`config.mk`:
```
export PLATFORM = sky130hd
export DESIGN_NAME = map_access_arbiter
export DESIGN_NICKNAME = d
export VERILOG_FILES = /design/src/rtl/map_access_arbiter.sv
export SDC_FILE = /design/constraint.sdc
export NUM_CORES = 1
export LEC_CHECK = 0
export ABC_AREA = 1
export BUFFER_PORTS_ARGS = -buffer_cell sky130_fd_sc_hd__clkbuf_2
export CAP_MARGIN = 30
export CORE_AREA = 2 2 212 214
export DETAILED_ROUTE_END_ITERATION = 16
export DIE_AREA = 0 0 214 216
export PLACE_DENSITY_LB_ADDON = 0.25
export SKIP_CTS_REPAIR_TIMING = 1
export SLEW_MARGIN = 20
export SYNTH_ARGS = -nofsm -noshare
export SYNTH_HDL_FRONTEND = slang
export SYNTH_SLANG_ARGS = --single-unit
export TNS_END_PERCENT = 50
```
`constraint.sdc`:
```
create_clock -name CLOCK_50 -period 2.4 [get_ports CLOCK_50]
set_input_delay 0 -clock CLOCK_50 [delete_from_list [all_inputs] [get_ports CLOCK_50]]
set_output_delay 0 -clock CLOCK_50 [all_outputs]
set_load 0.05 [all_outputs]
```
`src/rtl/map_access_arbiter.sv`:
```
// map_access_arbiter: shares the single-port map RAM between the pacman
// collision path (read-modify-write clears), the ghost movement path
// (read-only cell lookups) and the VGA row renderer (full-row reads).
// Also tracks the remaining-dot count used for level completion.
module map_access_arbiter #(
    parameter int COLS      = 40,
    parameter int ROWS      = 32,
    parameter int DOT_TOTAL = 300
) (
    input  logic                CLOCK_50,
    input  logic                reset,
    // pacman lookup / clear
    input  logic                pac_req,
    input  logic [5:0]          pac_x,
    input  logic [4:0]          pac_y,
    output logic                pac_done,
    output logic [3:0]          pac_cell,
    // ghost lookup
    input  logic                gh_req,
    input  logic [5:0]          gh_x,
    input  logic [4:0]          gh_y,
    output logic                gh_done,
    output logic [3:0]          gh_cell,
    // renderer row read
    input  logic                vga_req,
    input  logic [4:0]          vga_row,
    output logic                vga_done,
    output logic [COLS*4-1:0]   vga_word,
    // map RAM port
    output logic [4:0]          ram_addr,
    output logic [COLS*4-1:0]   ram_wdata,
    output logic                ram_wren,
    input  logic [COLS*4-1:0]   ram_q,
    // consumption / level status
    output logic                dot_eaten,
    output logic                pill_eaten,
    output logic [9:0]          dots_left,
    output logic                level_clear
);

    localparam int W  = COLS * 4;
    localparam int AW = $clog2(W);

    typedef enum logic [1:0] {
        S_IDLE,
        S_RD,
        S_CHK,
        S_WR
    } state_t;

    typedef enum logic [1:0] {
        ID_PAC,
        ID_GH,
        ID_VGA
    } req_id_t;

    state_t          r_state;
    req_id_t         r_id;
    logic [5:0]      r_col;
    logic            r_oob;
    logic            r_pac_done;
    logic            r_gh_done;
    logic            r_vga_done;
    logic [3:0]      r_pac_cell;
    logic [3:0]      r_gh_cell;
    logic [W-1:0]    r_vga_word;
    logic [4:0]      r_ram_addr;
    logic [W-1:0]    r_ram_wdata;
    logic            r_ram_wren;
    logic            r_dot_eaten;
    logic            r_pill_eaten;
    logic [9:0]      r_dots_left;
    logic            r_rr_gh;        // round-robin pointer: 0 = pacman next, 1 = ghost next
    logic [1:0]      r_vga_streak;   // consecutive VGA grants, saturating at 2

    logic            w_gnt_vga;
    logic            w_gnt_pac;
    logic            w_gnt_gh;
    logic            w_vga_block;
    logic            w_pac_oob;
    logic            w_gh_oob;
    logic [AW-1:0]   w_msb;
    logic [3:0]      w_raw_cell;
    logic [3:0]      w_cell;
    logic [W-1:0]    w_clear_word;
    logic            w_clear_hit;

    assign w_pac_oob = (32'(pac_x) >= 32'(COLS)) || (32'(pac_y) >= 32'(ROWS));
    assign w_gh_oob  = (32'(gh_x)  >= 32'(COLS)) || (32'(gh_y)  >= 32'(ROWS));

    // After two back-to-back VGA grants, a pending pacman/ghost request goes first.
    assign w_vga_block = (r_vga_streak == 2'd2) && (pac_req || gh_req);

    // Grant selection: VGA priority with anti-starvation, else pacman/ghost round-robin.
    always_comb begin
        w_gnt_vga = 1'b0;
        w_gnt_pac = 1'b0;
        w_gnt_gh  = 1'b0;
        if (vga_req && !w_vga_block) begin
            w_gnt_vga = 1'b1;
        end else if (pac_req && gh_req) begin
            if (r_rr_gh) w_gnt_gh  = 1'b1;
            else         w_gnt_pac = 1'b1;
        end else if (pac_req) begin
            w_gnt_pac = 1'b1;
        end else if (gh_req) begin
            w_gnt_gh = 1'b1;
        end
    end

    // Column c lives at bits [W-1-4c -: 4]; out-of-range lookups never index the word.
    assign w_msb      = r_oob ? AW'(W - 1) : AW'(W - 1) - AW'({r_col, 2'b00});
    assign w_raw_cell = ram_q[w_msb -: 4];
    assign w_cell     = r_oob ? 4'h1 : w_raw_cell;
    assign w_clear_hit = (r_id == ID_PAC) && !r_oob &&
                         ((w_raw_cell == 4'h2) || (w_raw_cell == 4'h3));

    // Write-back word: the row just read with the target cell emptied.
    always_comb begin
        w_clear_word = ram_q;
        w_clear_word[w_msb -: 4] = 4'h0;
    end

    // Arbitration FSM: grant, read, check/report, optional clear write.
    always_ff @(posedge CLOCK_50) begin
        if (reset) begin
            r_state      <= S_IDLE;
            r_id         <= ID_PAC;
            r_col        <= '0;
            r_oob        <= 1'b0;
            r_pac_done   <= 1'b0;
            r_gh_done    <= 1'b0;
            r_vga_done   <= 1'b0;
            r_pac_cell   <= '0;
            r_gh_cell    <= '0;
            r_vga_word   <= '0;
            r_ram_addr   <= '0;
            r_ram_wdata  <= '0;
            r_ram_wren   <= 1'b0;
            r_dot_eaten  <= 1'b0;
            r_pill_eaten <= 1'b0;
            r_dots_left  <= 10'(DOT_TOTAL);
            r_rr_gh      <= 1'b0;
            r_vga_streak <= '0;
        end else begin
            r_pac_done   <= 1'b0;
            r_gh_done    <= 1'b0;
            r_vga_done   <= 1'b0;
            r_ram_wren   <= 1'b0;
            r_dot_eaten  <= 1'b0;
            r_pill_eaten <= 1'b0;
            unique case (r_state)
                S_IDLE: begin
                    if (w_gnt_vga) begin
                        r_id       <= ID_VGA;
                        r_ram_addr <= vga_row;
                        r_col      <= '0;
                        r_oob      <= 1'b0;
                        if (r_vga_streak != 2'd2)
                            r_vga_streak <= r_vga_streak + 2'd1;
                        r_state    <= S_RD;
                    end else if (w_gnt_pac) begin
                        r_id         <= ID_PAC;
                        r_ram_addr   <= pac_y;
                        r_col        <= pac_x;
                        r_oob        <= w_pac_oob;
                        r_rr_gh      <= 1'b1;
                        r_vga_streak <= '0;
                        r_state      <= S_RD;
                    end else if (w_gnt_gh) begin
                        r_id         <= ID_GH;
                        r_ram_addr   <= gh_y;
                        r_col        <= gh_x;
                        r_oob        <= w_gh_oob;
                        r_rr_gh      <= 1'b0;
                        r_vga_streak <= '0;
                        r_state      <= S_RD;
                    end
                end
                S_RD: begin
                    // Done pulses are registered here so they land in CHK,
                    // the cycle in which ram_q carries the requested row.
                    r_pac_done <= (r_id == ID_PAC);
                    r_gh_done  <= (r_id == ID_GH);
                    r_vga_done <= (r_id == ID_VGA);
                    r_state    <= S_CHK;
                end
                S_CHK: begin
                    unique case (r_id)
                        ID_PAC:  r_pac_cell <= w_cell;
                        ID_GH:   r_gh_cell  <= w_cell;
                        default: r_vga_word <= ram_q;
                    endcase
                    if (w_clear_hit) begin
                        r_ram_wdata  <= w_clear_word;
                        r_ram_wren   <= 1'b1;
                        r_dot_eaten  <= (w_raw_cell == 4'h2);
                        r_pill_eaten <= (w_raw_cell == 4'h3);
                        r_state      <= S_WR;
                    end else begin
                        r_state <= S_IDLE;
                    end
                end
                S_WR: begin
                    if (r_dot_eaten && (r_dots_left != '0))
                        r_dots_left <= r_dots_left - 10'd1;
                    r_state <= S_IDLE;
                end
                default: r_state <= S_IDLE;
            endcase
        end
    end

    assign pac_done = r_pac_done;
    assign gh_done  = r_gh_done;
    assign vga_done = r_vga_done;

    // Data is shown straight from ram_q during the done cycle and held afterwards.
    assign pac_cell = r_pac_done ? w_cell : r_pac_cell;
    assign gh_cell  = r_gh_done  ? w_cell : r_gh_cell;
    assign vga_word = r_vga_done ? ram_q  : r_vga_word;

    // Reset during WR must suppress the write that is already on the bus.
    assign ram_addr   = r_ram_addr;
    assign ram_wdata  = r_ram_wdata;
    assign ram_wren   = r_ram_wren   & ~reset;
    assign dot_eaten  = r_dot_eaten  & ~reset;
    assign pill_eaten = r_pill_eaten & ~reset;

    assign dots_left   = r_dots_left;
    assign level_clear = (r_dots_left == '0);

endmodule

```
==> metrics, run 1 <==
result of the run finished with violations; failing checks negative hold slack, negative setup slack; Final period util 1.142; drt first pass iters 5; detailed-route wire length 78.45 mm; Root Driver sky130_fd_sc_hd__clkbuf_16; number of global-route vias before repair 19050; total clock buffers created by CTS 41; Seq/Total Area, Yosys 0.3781; Syn-to-layout area delta 41.07%; maximum number of pins on one net before global-route repair 145; antenna violations before repair 0; nets in the synthesized netlist 3308; final setup margin -0.3415 ns; Worst setup EP type output port; mean instance size in the synthesized netlist 6.174 um2; post-DP HPWL 54.92 mm; class of the tightest hold or removal check in -> reg; initial standard-cell utilization of the core 0.4385; count of buffers inserted at the top-level ports 541; maximum net fanout on the critical path 7; ordered cell list for the critical path buf_4 -> nand3_2 -> buf_4 -> nor2_1 -> a21oi_2 -> nand2_1 -> nand2_1 -> nand3_1 -> nand2_1 -> nand2_2 -> nor2_4 -> buf_6 -> nand2_8 -> o21ai_4 -> buf_6 -> buf_12; wire length on met3 6.283 mm; max-slew violation total from the final report 0; Critical Path AT 2.74 ns; RSZ-0062 raised after global routing true; share of flip-flops with an asynchronous set or reset after synthesis 0; count of buffer and inverter cells on the critical path 5; drt via density 5.030; number of synthesized flops with an enable pin 0; maximum resistive drop on vdd 0.5444 mV; clock tree from TritonCTS yes; Worst path slowest cell sky130_fd_sc_hd__dfxtp_4; first-pass GRT wire length 111.4 mm; num ports 542; startpoint type of the worst setup path register; Final Hold Viols 1; Hold Slack -0.003060 ns; top sig layer met4; Total Neg Setup Slack -14.29 ns; clock sink count 363; Final min period 2.741 ns; relative max-transition margin 0.4041; fraction of final layout cells with drive strength greater than 1 0.2118; H-Tree Depth 2; Inserted Diodes 0; dominant register cell in the synthesized netlist sky130_fd_sc_hd__dfxtp_1; Max Clk Rate 0.3648 GHz; Ys Warns 0; Post-Synthesis Cell Area 19220 um2; kind of critical path reg -> out; die footprint 46220 um2; vias after detailed routing 22350; share of Yosys cell area claimed by the top area cell type 0.3781; clock tree skew after final layout 0.01810 ns; leakage 12.90 nW; count of endpoints failing setup in the final report 171; max capacitance violation total 0; GRT Overall Usage 0.3060; biggest cell delay along the critical path 0.37 ns; DRC violation count after routing 0; synthesized instance count 3113; post-synth top area cell sky130_fd_sc_hd__dfxtp_1; length of routed met2 wiring 36.38 mm; required time at the endpoint of the critical path 2.40 ns; worst-margin pin slew 0.8871 ns; WL met1 33.26 mm; largest cells by area after synthesis sky130_fd_sc_hd__dfxtp_1, sky130_fd_sc_hd__nand2_1, sky130_fd_sc_hd__inv_1; count of cell types in the netlist 41; Iter 0 DRT Violations 1917; wire length per cell after detailed routing 17.65 um; number of placement rows 77; clock-pin slew on the worst setup and hold paths 0.06 ns; die span in y 216 um; GP Congestion 0.9134; number of nets with antenna violations after detailed routing 0; global route overflow 0; Skew-Pair Late Insertion Delay 0.57 ns; critical path's top delay family simple AND/OR/NAND/NOR gates; number of flip-flops and latches in the synthesized netlist 363; maximum root-to-sink buffer count 3; Power per Cell Area 705.5 nW/um2; Die X-Extent 214 um; area inside the core boundary 43840 um2; cell mode on critical path sky130_fd_sc_hd__nand2_1; net total in the final layout 4018
==> logic make-up (layout without fill, tap and decap cells) <==
logic type	count (synthesis)	count (layout)	share of synthesized area
and+or+nand+nor	1416	1418	0.3087
AOI/OAI and AO/OA	588	588	0.1573
buffers and inverters	742	1479	0.1534
DFF	363	363	0.3781
adders and majority gates	3	3	0.001953
xor gates and xnor gates	1	1	0.0004558
==> cell usage in the layout (no fill, tap or decap), types with 56 or more instances in the layout <==
cell	instances
sky130_fd_sc_hd__a21oi_1	187
sky130_fd_sc_hd__buf_4	82
sky130_fd_sc_hd__clkbuf_2	532
sky130_fd_sc_hd__dfxtp_1	359
sky130_fd_sc_hd__dlygate4sd3_1	185
sky130_fd_sc_hd__inv_1	531
sky130_fd_sc_hd__nand2_1	690
sky130_fd_sc_hd__nand3_1	56
sky130_fd_sc_hd__nand4_1	168
sky130_fd_sc_hd__nor2_1	449
sky130_fd_sc_hd__o21ai_0	352
==> where the power goes <==
group / total [mW] / internal [mW] / switching (mW)
Combinational: 6.15 / 2.19 / 3.96
Sequential: 6.35 / 6.24 / 0.108
Clock: 6.63 / 3.98 / 2.64
==> worst min-delay path: stages <==
cell	delay, ns
sky130_fd_sc_hd__clkbuf_2	0.09
sky130_fd_sc_hd__inv_1	0.04
sky130_fd_sc_hd__a21oi_1	0.05
sky130_fd_sc_hd__inv_1	0.07
sky130_fd_sc_hd__nor2_1	0.13
sky130_fd_sc_hd__nand2_1	0.09
sky130_fd_sc_hd__a21oi_1	0.06
==> state kept, by name (all words and copies together) (netlist names) <==
name and cells:
r_vga_streak 2, r_rr_gh 1, r_ram_wren 1, gh_done 1, ram_wdata 160, r_pill_eaten 1, vga_done 1, pac_done 1
r_pac_cell 4, r_state 2, r_vga_word 160, r_gh_cell 4, r_oob 1, dots_left 10, r_id 2, r_col 6
ram_addr 5, r_dot_eaten 1
==> routing by layer <==
layer / global-route usage / vias to the layer above
li1: - / 11170
met1: 0.4086 / 10060
met2: 0.4889 / 958
met3: 0.06864 / 167
met4: 0.1012 / 0
met5: 0 / -
==> metrics by stage <==
| step | setup slack [ns] | cells | total power [mW] | cell area [um2] | util |
|---|---|---|---|---|---|
| floorplan | -0.3268 | 3113 | 9.504 | 19220 | - |
| global placement | -0.2356 | 4163 | 11.59 | 23190 | 0.5290 |
| detailed placement | -0.2601 | 4163 | 11.60 | 23190 | 0.5290 |
| CTS | -0.8172 | 4235 | 18.18 | 24590 | 0.5609 |
| global route | -0.4940 | 4444 | 19.85 | 27110 | 0.6186 |
| finish | -0.3415 | 4444 | 19.13 | 27110 | 0.6186 |
==> final cells by class <==
type / count / area [um2]
inverter: 541 / 2043
multi-input combinational: 2010 / 9286
clock buffer: 59 / 1227
fill: 4110 / 16720
sequential: 363 / 7279
clock inverter: 13 / 171.4
timing repair buffer: 866 / 6366
tap: 592 / 740.7
==> synthesized netlist by cell type (2+ instances only) <==
| master | n |
|---|---|
| sky130_fd_sc_hd__clkbuf_1 | 138 |
| sky130_fd_sc_hd__buf_6 | 13 |
| sky130_fd_sc_hd__nand4_1 | 168 |
| sky130_fd_sc_hd__o22ai_1 | 3 |
| sky130_fd_sc_hd__nor2_4 | 4 |
| sky130_fd_sc_hd__o21ai_0 | 360 |
| sky130_fd_sc_hd__nand2_1 | 701 |
| sky130_fd_sc_hd__a21oi_1 | 190 |
| sky130_fd_sc_hd__or2_2 | 7 |
| sky130_fd_sc_hd__a41oi_1 | 4 |
| sky130_fd_sc_hd__inv_2 | 6 |
| sky130_fd_sc_hd__a211oi_1 | 2 |
| sky130_fd_sc_hd__buf_2 | 45 |
| sky130_fd_sc_hd__a22oi_1 | 3 |
| sky130_fd_sc_hd__clkinv_1 | 2 |
| sky130_fd_sc_hd__dfxtp_1 | 363 |
| sky130_fd_sc_hd__o21ai_1 | 10 |
| sky130_fd_sc_hd__nand2_2 | 2 |
| sky130_fd_sc_hd__nor3_1 | 6 |
| sky130_fd_sc_hd__o211ai_1 | 3 |
| sky130_fd_sc_hd__inv_1 | 532 |
| sky130_fd_sc_hd__buf_4 | 2 |
| sky130_fd_sc_hd__nand2_4 | 3 |
| sky130_fd_sc_hd__a22o_1 | 5 |
| sky130_fd_sc_hd__nor2_1 | 458 |
| sky130_fd_sc_hd__nor2_2 | 2 |
| sky130_fd_sc_hd__ha_1 | 3 |
| sky130_fd_sc_hd__o2111ai_1 | 3 |
| sky130_fd_sc_hd__nand3_1 | 61 |
| sky130_fd_sc_hd__buf_1 | 3 |
==> path summary, 6_finish.rpt <==
path	start	end	slack [ns]	depth (start not counted)
worst min register to register	r_id[0]$_SDFFE_PP0P_	vga_done$_SDFF_PP0_	0.44	1
worst min-delay path	pac_req	r_rr_gh$_SDFFE_PP0P_	-0.003	7
worst max register to register	r_oob$_SDFFE_PP0P_	ram_wdata[52]$_SDFFE_PP0P_	-0.14	17
worst max-delay path	r_col[0]$_SDFFE_PP0P_	gh_cell[2]	-0.34	16
Power figures use the tool's default switching activity.
==> inputs of run 2 (changes only) <==
--- a/config.mk
+++ b/config.mk
@@ -5,12 +5,12 @@
 export SDC_FILE = /design/constraint.sdc
 export NUM_CORES = 1
 export LEC_CHECK = 0
-export ABC_AREA = 1
+export ABC_AREA = 0
 export BUFFER_PORTS_ARGS = -buffer_cell sky130_fd_sc_hd__clkbuf_2
 export CAP_MARGIN = 30
-export CORE_AREA = 2 2 212 214
+export CORE_AREA = 2 2 211 213
 export DETAILED_ROUTE_END_ITERATION = 16
-export DIE_AREA = 0 0 214 216
+export DIE_AREA = 0 0 213 215
 export PLACE_DENSITY_LB_ADDON = 0.25
 export SKIP_CTS_REPAIR_TIMING = 1
 export SLEW_MARGIN = 20
==> run 2 against run 1 <==
  * The flow still finishes with violations (negative hold slack, negative setup slack)
  * Combinational power fell by 42%
  * Final cell count fell by 25%
  * Largest cell class unchanged
  * Register-to-register slack worse by 0.58 ns
  * Wire length is 3.1% lower
  * Critical path type is now reg -> reg
  * Cell area is 5.3% lower
  * Critical path depth down 7
  * Critical endpoint is now ram_wdata[73]$_SDFFE_PP0P_
==> metrics, run 2 <==
maximum number of pins on one net before global-route repair 141; startpoint type of the worst setup path register; clock tree skew after final layout 0.01816 ns; Root Driver sky130_fd_sc_hd__clkbuf_16; non-filler instance count after layout 3312; most common library cell in the layout ignoring fill and taps sky130_fd_sc_hd__nand2_1; drt first pass iters 6; num ports 542; number of synthesized flops with an enable pin 0; GRT Overall Usage 0.2990; number of flip-flops and latches in the synthesized netlist 363; post-DP HPWL 53.74 mm; area inside the core boundary 43640 um2; Seq/Total Area, Yosys 0.4256; initial standard-cell utilization of the core 0.3912; total clock buffers created by CTS 41; number of placement rows 77; number of nets with antenna violations after detailed routing 0; kind of critical path reg -> reg; list of most frequent post-synthesis cells sky130_fd_sc_hd__nand2_1, sky130_fd_sc_hd__dfxtp_1, sky130_fd_sc_hd__a21oi_1; nets in the synthesized netlist 2075; cell total after placement 3031; Max Clk Rate 0.3207 GHz; dominant register cell in the synthesized netlist sky130_fd_sc_hd__dfxtp_1; vias after detailed routing 18090; Syn-to-layout area delta 50.40%; wire length per cell after detailed routing 22.94 um; clock tree from TritonCTS yes; count of endpoints failing setup in the final report 177; drt via density 5.462; class of the tightest hold or removal check in -> reg; fraction of final layout cells with drive strength greater than 1 0.4265; Ys Warns 0; die span in y 215 um; post-layout utilization of the core 0.5884; detailed-route wire length 75.99 mm; maximum root-to-sink buffer count 3; Worst setup EP type register; Critical Path AT 3.55 ns; post-synth top area cell sky130_fd_sc_hd__dfxtp_1; Hold Slack -0.2390 ns; maximum resistive drop on vdd 0.5146 mV; die footprint 45800 um2; Final Hold Viols 4; count of cell types in the netlist 69; RSZ-0062 raised after global routing true; Final min period 3.119 ns; max capacitance violation total 0; Inserted Diodes 0; most common cell in the synthesized netlist sky130_fd_sc_hd__nand2_1; Final period util 1.299; Iter 0 DRT Violations 1304; failing checks negative hold slack, negative setup slack; maximum net fanout on the critical path 20; synthesized instance count 1880; largest cells by area after synthesis sky130_fd_sc_hd__dfxtp_1, sky130_fd_sc_hd__mux2_2, sky130_fd_sc_hd__nand2_1; share of flip-flops with an asynchronous set or reset after synthesis 0; mean instance size in the synthesized netlist 9.083 um2; Power per Cell Area 620.8 nW/um2; worst-margin pin slew 0.7181 ns; GP Congestion 0.9236; number of global-route vias before repair 16550; result of the run finished with violations; global route overflow 0; relative max-transition margin 0.5213; Post-Synthesis Cell Area 17080 um2; Die X-Extent 213 um; clock sink count 363; DRC violation count after routing 0; required time at the endpoint of the critical path 2.83 ns; share of Yosys cell area claimed by the top area cell type 0.4256; first-pass GRT wire length 103.2 mm; H-Tree Depth 2; clock-pin slew on the worst setup and hold paths 0.06 ns; net total in the final layout 2888; Skew-Pair Late Insertion Delay 0.57 ns; max-slew violation total from the final report 0; antenna violations before repair 1; count of buffers inserted at the top-level ports 541; most frequent cells in the layout sky130_fd_sc_hd__nand2_1, sky130_fd_sc_hd__clkbuf_2, sky130_fd_sc_hd__dfxtp_1, sky130_fd_sc_hd__a21oi_1, sky130_fd_sc_hd__dlygate4sd3_1; leakage 11.13 nW; final setup margin -0.7186 ns
[run 2: metal layers]
metal / part of all wire / global-route usage / up-vias
met1: 0.41 / 0.3760 / 8798
met5: 0 / 0 / -
met2: 0.48 / 0.4933 / 823
li1: - / - / 8276
met3: 0.073 / 0.06561 / 194
met4: 0.040 / 0.1228 / 0
[run 2: logic make-up (layout without fill, tap and decap cells)]
kind of cell             Yosys count  in the layout  synth area share
AO/OA/AOI/OAI                    460            461            0.2181
XOR/XNOR                           8              8          0.004104
adder cells (fa/ha/maj)            3              3          0.002199
buffers and inverters            163           1002           0.04638
flip-flops                       363            363            0.4256
multiplexers                     213            213            0.1432
AND/OR/NAND/NOR                  670            670            0.1604
[run 2: final cells by class]
class / instances / area, um2
clock buffer: 56 / 1175
clock inverter: 14 / 112.6
fill: 3720 / 17960
inverter: 20 / 80.08
multi-input combinational: 1355 / 9702
sequential: 363 / 7282
tap: 592 / 740.7
timing repair buffer: 912 / 6589
[run 2: worst max-delay path, cell delays in order, from the launching register on]
cell and delay (ns):
sky130_fd_sc_hd__dfxtp_4 0.41, sky130_fd_sc_hd__buf_6 0.15, sky130_fd_sc_hd__mux4_2 0.50, sky130_fd_sc_hd__nand2_1 0.08
sky130_fd_sc_hd__o21ai_1 0.07, sky130_fd_sc_hd__a221oi_2 0.36, sky130_fd_sc_hd__or4b_4 0.55, sky130_fd_sc_hd__o31a_4 0.46
sky130_fd_sc_hd__buf_16 0.24, sky130_fd_sc_hd__o2bb2ai_1 0.16
[run 2: where the power goes]
group          total [mW]  internal (mW)  switching, mW
Sequential           6.26           6.15          0.105
Combinational        3.55           1.40           2.15
Clock                6.14           3.53           2.61
[run 2: worst paths after layout]
kind / startpoint / to / slack, ns / cells after the start
worst max-delay path: r_col[0]$_SDFFE_PP0P_ / ram_wdata[73]$_SDFFE_PP0P_ / -0.72 / 9
worst min-delay path: ram_q[131] / ram_wdata[131]$_SDFFE_PP0P_ / -0.24 / 3
worst max register to register: r_col[0]$_SDFFE_PP0P_ / ram_wdata[73]$_SDFFE_PP0P_ / -0.72 / 9
worst min register to register: r_vga_word[124]$_SDFFE_PP0P_ / r_vga_word[124]$_SDFFE_PP0P_ / 0.45 / 2
[run 2: stage by stage]
stage	TNS (ns)	worst slack (ns)	power, mW	instance area, um2	hold slack [ns]
2_1_floorplan	-47.46	-0.3126	8.001	17140	0.1161
3_3_place_gp	-101.80	-0.6329	9.210	21450	0.2129
3_5_place_dp	-111.16	-0.6834	9.241	21450	0.2126
4_1_cts	-121.76	-1.177	15.34	22730	-0.3870
5_1_grt	-126.22	-0.7794	16.42	25680	-0.2431
6_report	-113.15	-0.7186	15.94	25680	-0.2390
